`src/rtl/csr_issue_pkg.sv`:
```
// Shared field positions, state encodings and small helpers for the CSR issue scheduler.
package csr_issue_pkg;

    localparam int IMM_L_BIT = 112;
    localparam int IMM_R_BIT = 111;
    localparam int DEP_HI    = 110;
    localparam int DEP_LO    = 107;
    localparam int IMM_HI    = 106;
    localparam int IMM_LO    = 75;
    localparam int CSR_HI    = 45;
    localparam int CSR_LO    = 34;
    localparam int RS1_HI    = 28;
    localparam int RS1_LO    = 24;

    localparam logic [3:0] NODEP = 4'hF;

    typedef logic [1:0] schedState_t;
    localparam schedState_t IDLE  = 2'd0;
    localparam schedState_t LOAD  = 2'd1;
    localparam schedState_t FETCH = 2'd2;
    localparam schedState_t ISSUE = 2'd3;

    // A tag of all ones means the left operand is already architectural (GRF).
    function automatic logic isGrfDep(input logic [3:0] dep);
        return dep == NODEP;
    endfunction

endpackage

```
`src/rtl/csr_gray_queue.sv`:
```
// In-order instruction queue with binary/Gray pointers, registered empty and registered head read.
module csr_gray_queue #(
    parameter int DEPTH  = 16,
    parameter int PTR_W  = 5,
    parameter int INSN_W = 113
) (
    input  logic              clk,
    input  logic              rstn,
    input  logic              flush,
    input  logic              enqValid,
    input  logic [INSN_W-1:0] enqInsn,
    output logic              enqReady,
    input  logic              deq,
    output logic [INSN_W-1:0] headInsn,
    output logic              empty,
    output logic [PTR_W-1:0]  rdPtrGray,
    output logic [PTR_W-1:0]  wrPtrGray
);

    localparam int AW = PTR_W - 1;
    localparam logic [PTR_W-1:0] FULL_MASK = {2'b11, {(PTR_W-2){1'b0}}};

    logic [INSN_W-1:0] mem [DEPTH];
    logic [INSN_W-1:0] headReg;
    logic [PTR_W-1:0]  rdBin, wrBin, rdBinNext, wrBinNext;
    logic              emptyReg, full, doEnq, doDeq;

    function automatic logic [PTR_W-1:0] toGray(input logic [PTR_W-1:0] b);
        return b ^ (b >> 1);
    endfunction

    assign rdPtrGray = toGray(rdBin);
    assign wrPtrGray = toGray(wrBin);
    assign full      = (wrPtrGray == (rdPtrGray ^ FULL_MASK));
    assign enqReady  = !full && !flush;
    assign doEnq     = enqValid && enqReady;
    assign doDeq     = deq && !emptyReg;
    assign empty     = emptyReg;
    assign headInsn  = headReg;

    always_comb begin
        rdBinNext = rdBin + PTR_W'(doDeq);
        wrBinNext = wrBin + PTR_W'(doEnq);
    end

    always_ff @(posedge clk or negedge rstn) begin
        if (!rstn) begin
            rdBin    <= '0;
            wrBin    <= '0;
            emptyReg <= 1'b1;
        end else if (flush) begin
            rdBin    <= '0;
            wrBin    <= '0;
            emptyReg <= 1'b1;
        end else begin
            rdBin    <= rdBinNext;
            wrBin    <= wrBinNext;
            emptyReg <= (toGray(rdBinNext) == toGray(wrBinNext));
        end
    end

    // Head is read one cycle ahead; the scheduler never loads an entry written on the same edge.
    always_ff @(posedge clk) begin
        if (doEnq)
            mem[wrBin[AW-1:0]] <= enqInsn;
        headReg <= mem[rdBin[AW-1:0]];
    end

endmodule

```
`src/rtl/csr_issue_sched.sv`:
```
// CSR issue scheduler: queues decoded instructions, fetches GRF/bypass and CSR operands, issues to execute.
module csr_issue_sched
    import csr_issue_pkg::*;
#(
    parameter int DEPTH  = 16,
    parameter int PTR_W  = 5,
    parameter int INSN_W = 113,
    parameter int DEP_W  = 4
) (
    input  logic                 clk,
    input  logic                 rstn,
    input  logic                 enq_valid,
    output logic                 enq_ready,
    input  logic [INSN_W-1:0]    enq_insn,
    input  logic                 flush,
    output logic                 empty,
    output logic [PTR_W-1:0]     rd_ptr_gray,
    output logic [PTR_W-1:0]     wr_ptr_gray,
    output logic                 grf_req,
    input  logic                 grf_ack,
    output logic                 byp_req,
    input  logic                 byp_ack,
    output logic [DEP_W-1:0]     byp_dep,
    output logic                 csr_req,
    input  logic                 csr_ack,
    output logic [4:0]           rs1_idx,
    output logic [11:0]          csr_addr,
    input  logic [31:0]          opnd_l,
    input  logic [31:0]          opnd_r,
    output logic                 exe_valid,
    input  logic                 exe_ready,
    output logic [INSN_W+63:0]   exe_insn
);

    schedState_t       state;
    logic [INSN_W-1:0] headInsn, workInsn;
    logic [31:0]       opL, opR;
    logic              grfReq, bypReq, csrReq, exeValid;
    logic [4:0]        rs1Idx;
    logic [11:0]       csrAddr;
    logic [DEP_W-1:0]  bypDep;
    logic              deq;

    logic              hImmL, hImmR;
    logic [DEP_W-1:0]  hDep;
    logic [31:0]       hImm;
    logic              needGrf, needByp, needCsr;
    logic              grfLeft, bypLeft, csrLeft;

    csr_gray_queue #(
        .DEPTH (DEPTH),
        .PTR_W (PTR_W),
        .INSN_W(INSN_W)
    ) queue (
        .clk      (clk),
        .rstn     (rstn),
        .flush    (flush),
        .enqValid (enq_valid),
        .enqInsn  (enq_insn),
        .enqReady (enq_ready),
        .deq      (deq),
        .headInsn (headInsn),
        .empty    (empty),
        .rdPtrGray(rd_ptr_gray),
        .wrPtrGray(wr_ptr_gray)
    );

    assign deq = (state == LOAD);

    assign hImmL   = headInsn[IMM_L_BIT];
    assign hImmR   = headInsn[IMM_R_BIT];
    assign hDep    = headInsn[DEP_HI:DEP_LO];
    assign hImm    = headInsn[IMM_HI:IMM_LO];
    assign needGrf = !hImmL && isGrfDep(hDep);
    assign needByp = !hImmL && !isGrfDep(hDep);
    assign needCsr = !hImmR;

    // A request is still outstanding if its ack has not been seen on this edge.
    assign grfLeft = grfReq && !grf_ack;
    assign bypLeft = bypReq && !byp_ack;
    assign csrLeft = csrReq && !csr_ack;

    always_ff @(posedge clk or negedge rstn) begin
        if (!rstn) begin
            state    <= IDLE;
            workInsn <= '0;
            opL      <= '0;
            opR      <= '0;
            grfReq   <= 1'b0;
            bypReq   <= 1'b0;
            csrReq   <= 1'b0;
            exeValid <= 1'b0;
            rs1Idx   <= '0;
            csrAddr  <= '0;
            bypDep   <= '0;
        end else if (flush) begin
            state    <= IDLE;
            grfReq   <= 1'b0;
            bypReq   <= 1'b0;
            csrReq   <= 1'b0;
            exeValid <= 1'b0;
        end else begin
            case (state)
                IDLE: begin
                    if (!empty)
                        state <= LOAD;
                end
                LOAD: begin
                    workInsn <= headInsn;
                    rs1Idx   <= headInsn[RS1_HI:RS1_LO];
                    csrAddr  <= headInsn[CSR_HI:CSR_LO];
                    bypDep   <= hDep;
                    opL      <= hImmL ? hImm : '0;
                    opR      <= hImmR ? hImm : '0;
                    grfReq   <= needGrf;
                    bypReq   <= needByp;
                    csrReq   <= needCsr;
                    if (needGrf || needByp || needCsr) begin
                        state <= FETCH;
                    end else begin
                        state    <= ISSUE;
                        exeValid <= 1'b1;
                    end
                end
                FETCH: begin
                    if (grfReq && grf_ack) begin
                        opL    <= opnd_l;
                        grfReq <= 1'b0;
                    end
                    if (bypReq && byp_ack) begin
                        opL    <= opnd_l;
                        bypReq <= 1'b0;
                    end
                    if (csrReq && csr_ack) begin
                        opR    <= opnd_r;
                        csrReq <= 1'b0;
                    end
                    if (!grfLeft && !bypLeft && !csrLeft) begin
                        state    <= ISSUE;
                        exeValid <= 1'b1;
                    end
                end
                ISSUE: begin
                    if (exe_ready) begin
                        exeValid <= 1'b0;
                        state    <= empty ? IDLE : LOAD;
                    end
                end
                default: state <= IDLE;
            endcase
        end
    end

    assign grf_req   = grfReq;
    assign byp_req   = bypReq;
    assign csr_req   = csrReq;
    assign byp_dep   = bypDep;
    assign rs1_idx   = rs1Idx;
    assign csr_addr  = csrAddr;
    assign exe_valid = exeValid;
    assign exe_insn  = {workInsn, opL, opR};

endmodule
```
`config.mk`:
```
export PLATFORM = sky130hd
export DESIGN_NAME = csr_issue_sched
export DESIGN_NICKNAME = d
export VERILOG_FILES = /design/src/rtl/csr_issue_pkg.sv /design/src/rtl/csr_gray_queue.sv /design/src/rtl/csr_issue_sched.sv
export SDC_FILE = /design/constraint.sdc
export NUM_CORES = 2
export LEC_CHECK = 0
export BUFFER_PORTS_ARGS = -buffer_cell sky130_fd_sc_hd__buf_2
export CORE_MARGIN = 4
export CORE_UTILIZATION = 55
export CTS_CLUSTER_DIAMETER = 30
export DETAILED_ROUTE_END_ITERATION = 10
export GPL_ROUTABILITY_DRIVEN = 0
export PLACE_DENSITY = 0.76
export SYNTH_ARGS = -nofsm -noshare
export SYNTH_HDL_FRONTEND = slang
export SYNTH_SLANG_ARGS = --single-unit
```
`constraint.sdc`:
```
create_clock -name clk -period 5.1 [get_ports clk]
set_input_delay 0.255 -clock clk [delete_from_list [all_inputs] [get_ports clk]]
set_output_delay 0.255 -clock clk [all_outputs]
set_load 0.02 [all_outputs]
```
==> flow_summary.yaml <==
route:
  drt_iter0_drc: 4771
  drt-total-wl_mm: 200
  dr_total_vias: 40000
  dr.pass1.iters: 5
  drc: 0
  post_drt_wl_per_cell_um: 31.3
  viasPerCell: 6.24
  ant_nets: 0
min_path:
  min_path_type: "input port to register"
  holdPathStages: 4
  whs_endpoint: "opR[29]$_DFFE_PN0P_"
  hold_start: "opnd_r[29]"
floorplanning:
  start_util: 0.554
  fp.dieW_um: 386
  dieArea_um2: 149000
  fp-row-count: 138
  core_um2: 142000
  die_h_um: 386
  io_pins: 399
logic_synthesis:
  synthFlopType: "edfxtp_1"
  yosys_warnings: 0
  yosysSeqAreaShare: 0.783
  synth_seq_cells: 2115
  syn_nets: 3526
  synth.avg_cell_area_um2: 23.6
  async_flop_share: 0.0917
  synth_top_area_frac: 0.692
  synthTopCellsByArea: "edfxtp_1 69%, mux4_2 16%, dfrtp_1 6.2%, dfxtp_1 2.9%, mux2_2 1.6%"
  yosysTopAreaCell: "edfxtp_1"
  synth_cells: 3322
  synth_area_um2: 78500
  synth_edf_count: 1808
  ys_types: 39
timing:
  final.setup.tns_ns: 0
  rsz0062_at_grt: "false"
  tightest_slew_ns: 1.23
  timing.hold.ws_ns: 0.194
  final.setup_skew_ns: 0.0594
  hold_viol_final: 0
  setup_violations: 0
  setup_ws_ns: 1.56
  fin_crit_sh: 0.694
  fin_crit_ns: 3.54
  slew_headroom: 0.181
  fmax_ghz: 0.283
  slew_viol_final: 0
critical_path:
  ff2ff_path_depth: 4
  reg2reg_slack_ns: 1.56
  critPathLaunchType: "register"
  crit_family: "buffers and inverters"
  cpMaxStageDelayCell: "buf_4"
  arrival_ns: 4.28
  cp-startpoint: "queue.rdBin[1]$_DFF_PN0_"
  path_buf_inv: 2
  r2r_start: "queue.rdBin[1]$_DFF_PN0_"
  path_cells: "buf_4 > buf_4 > mux4_2 > mux4_2"
  path_max_fanout: 76
  crit_path_end_kind: "register"
  critical_path_class: "register to register"
  rr_endpoint: "queue.headInsn[36]$_DFF_P_"
  required_ns: 5.84
  crit_path_max_incr_delay_ns: 0.96
power:
  power.density_nw_per_um2: 524
  leakage_nw: 32.7
  irDropWorstVdd_uv: 468
grt:
  gr-usage-met2: 0.441
  grt-busiest-layer: "met2"
  grt_max_degree: 114
  gr-usage-met1: 0.381
  grt_pass1_vias: 42400
  overflow: 0
  grt_use_total: 0.273
  grt_pass1_wl_mm: 294
  antenna_found_initial: 30
  use_met3: 0.0665
final_layout:
  layout_commonest_cell: "edfxtp_1"
  final_util: 0.689
  fillCellCount: 7995
  finish.net_count: 4383
  syn_to_final_growth_pct: 24.4
  layout_common_cells: "1808 x edfxtp_1, 565 x mux4_2, 397 x buf_2"
  drive_gt1_frac: 0.400
cts:
  root_buffer: "clkbuf_16"
  clkSinkCount: 2115
  cts_buffer_depth: 4
  insertion_delay_ns: 0.94
  cts_buffers: 388
  post_cts_buffers: 0
  hold_buffers: 187
  h-tree-depth: 5
  clk_pin_slew_worst_paths_ns: 0.05
  cts_resized: 0
  cts_tree: "yes"
run:
  drv_cap: 0
run_status:
  status: "complete, no violations"
placement:
  pre_cts_ws_ns: 1.66
  hpwl_mm: 93.3
  io_buffers: 398
==> how the worst max path moves through the flow <==
| stage | endpoint | depth (start not counted) | slack (ns) |
|---|---|---|---|
| after floorplan | queue.mem[12][0]$_DFFE_PP_ | 6 | 0.22 |
| after global placement | queue.headInsn[36]$_DFF_P_ | 4 | 1.70 |
| after detailed placement | queue.mem[10][20]$_DFFE_PP_ | 7 | 1.66 |
| after CTS | queue.mem[10][36]$_DFFE_PP_ | 7 | 1.58 |
| after global routing | queue.mem[10][36]$_DFFE_PP_ | 6 | 1.49 |
| final | queue.headInsn[36]$_DFF_P_ | 4 | 1.56 |
==> cell usage after synthesis (10+ instances only) <==
| cell | count |
|---|---|
| inv_1 | 10 |
| xor2_1 | 11 |
| mux2_2 | 113 |
| ha_1 | 19 |
| a21oi_1 | 87 |
| dfxtp_1 | 113 |
| clkbuf_1 | 95 |
| mux4_2 | 565 |
| and3_1 | 34 |
| buf_1 | 22 |
| buf_4 | 32 |
| edfxtp_1 | 1808 |
| a22oi_1 | 47 |
| buf_6 | 24 |
| buf_2 | 21 |
| nor2b_1 | 10 |
| dfrtp_1 | 193 |
| nor2_1 | 80 |
==> registers in the layout (all words and copies together), names as in the netlist <==
| name | flops |
|---|---|
| opL | 32 |
| opR | 32 |
| grf_req | 1 |
| queue.mem | 1808 |
| csr_req | 1 |
| workInsn | 113 |
| state | 2 |
| queue.rdBin | 5 |
| byp_req | 1 |
| queue.headInsn | 113 |
| exe_valid | 1 |
| queue.empty | 1 |
| queue.wrBin | 5 |
==> per-stage QoR <==
| stage | cells | total power, W | cell area [um^2] |
|---|---|---|---|
| finish | 6401 | 0.0512 | 97600 |
| global route | 6389 | 0.0529 | 97500 |
| CTS | 6382 | 0.0514 | 97500 |
| detailed placement | 5491 | 0.0262 | 82800 |
| global placement | 5491 | 0.0260 | 82800 |
| floorplan | 3322 | 0.0243 | 78500 |
==> power by group <==
part,switching (W),internal (W),leakage [nW]
Sequential,0.000700,0.0198,19.5
Combinational,0.00323,0.00239,7.03
Clock,0.00876,0.0163,6.16
Total,0.0127,0.0385,32.7
==> cell families (layout without fill, tap and decap cells) <==
kind of cell	after synthesis	after routing	synth area share
other	0	18	0
muxes	678	678	0.178
and+or+nand+nor	138	138	0.00821
adders and majority gates	19	19	0.00303
xor gates and xnor gates	19	19	0.00212
buffers and inverters	204	1375	0.0139
AOI/OAI and AO/OA	149	149	0.0117
DFF	2115	2115	0.783
==> tightest hold or removal path, delay by kind of cell <==
| kind | cells | cell delay, ns |
|---|---|---|
| buffers and inverters | 2 | 0.61 |
| AOI/OAI and AO/OA | 2 | 0.22 |
==> layout make-up <==
cell class / count / area [um^2] / share of cell area
clock buffers: 464 / 10300 / 0.105
well taps: 1890 / 2360 / 0.0242
multi-input cells: 1003 / 16100 / 0.165
repair buffers: 661 / 4810 / 0.0493
clock inverters: 240 / 2550 / 0.0261
inverters: 10 / 37.5 / 0.000385
diodes: 18 / 45.0 / 0.000462
flip-flops and latches: 2115 / 61400 / 0.629
==> layer usage <==
metal  part of all wire  wire, um
met4              0.020      4040
met5            0.00059       118
met1               0.38     76400
met2               0.50    100000
met3              0.098     19700
No activity file was read; power rests on OpenSTA's default activity.
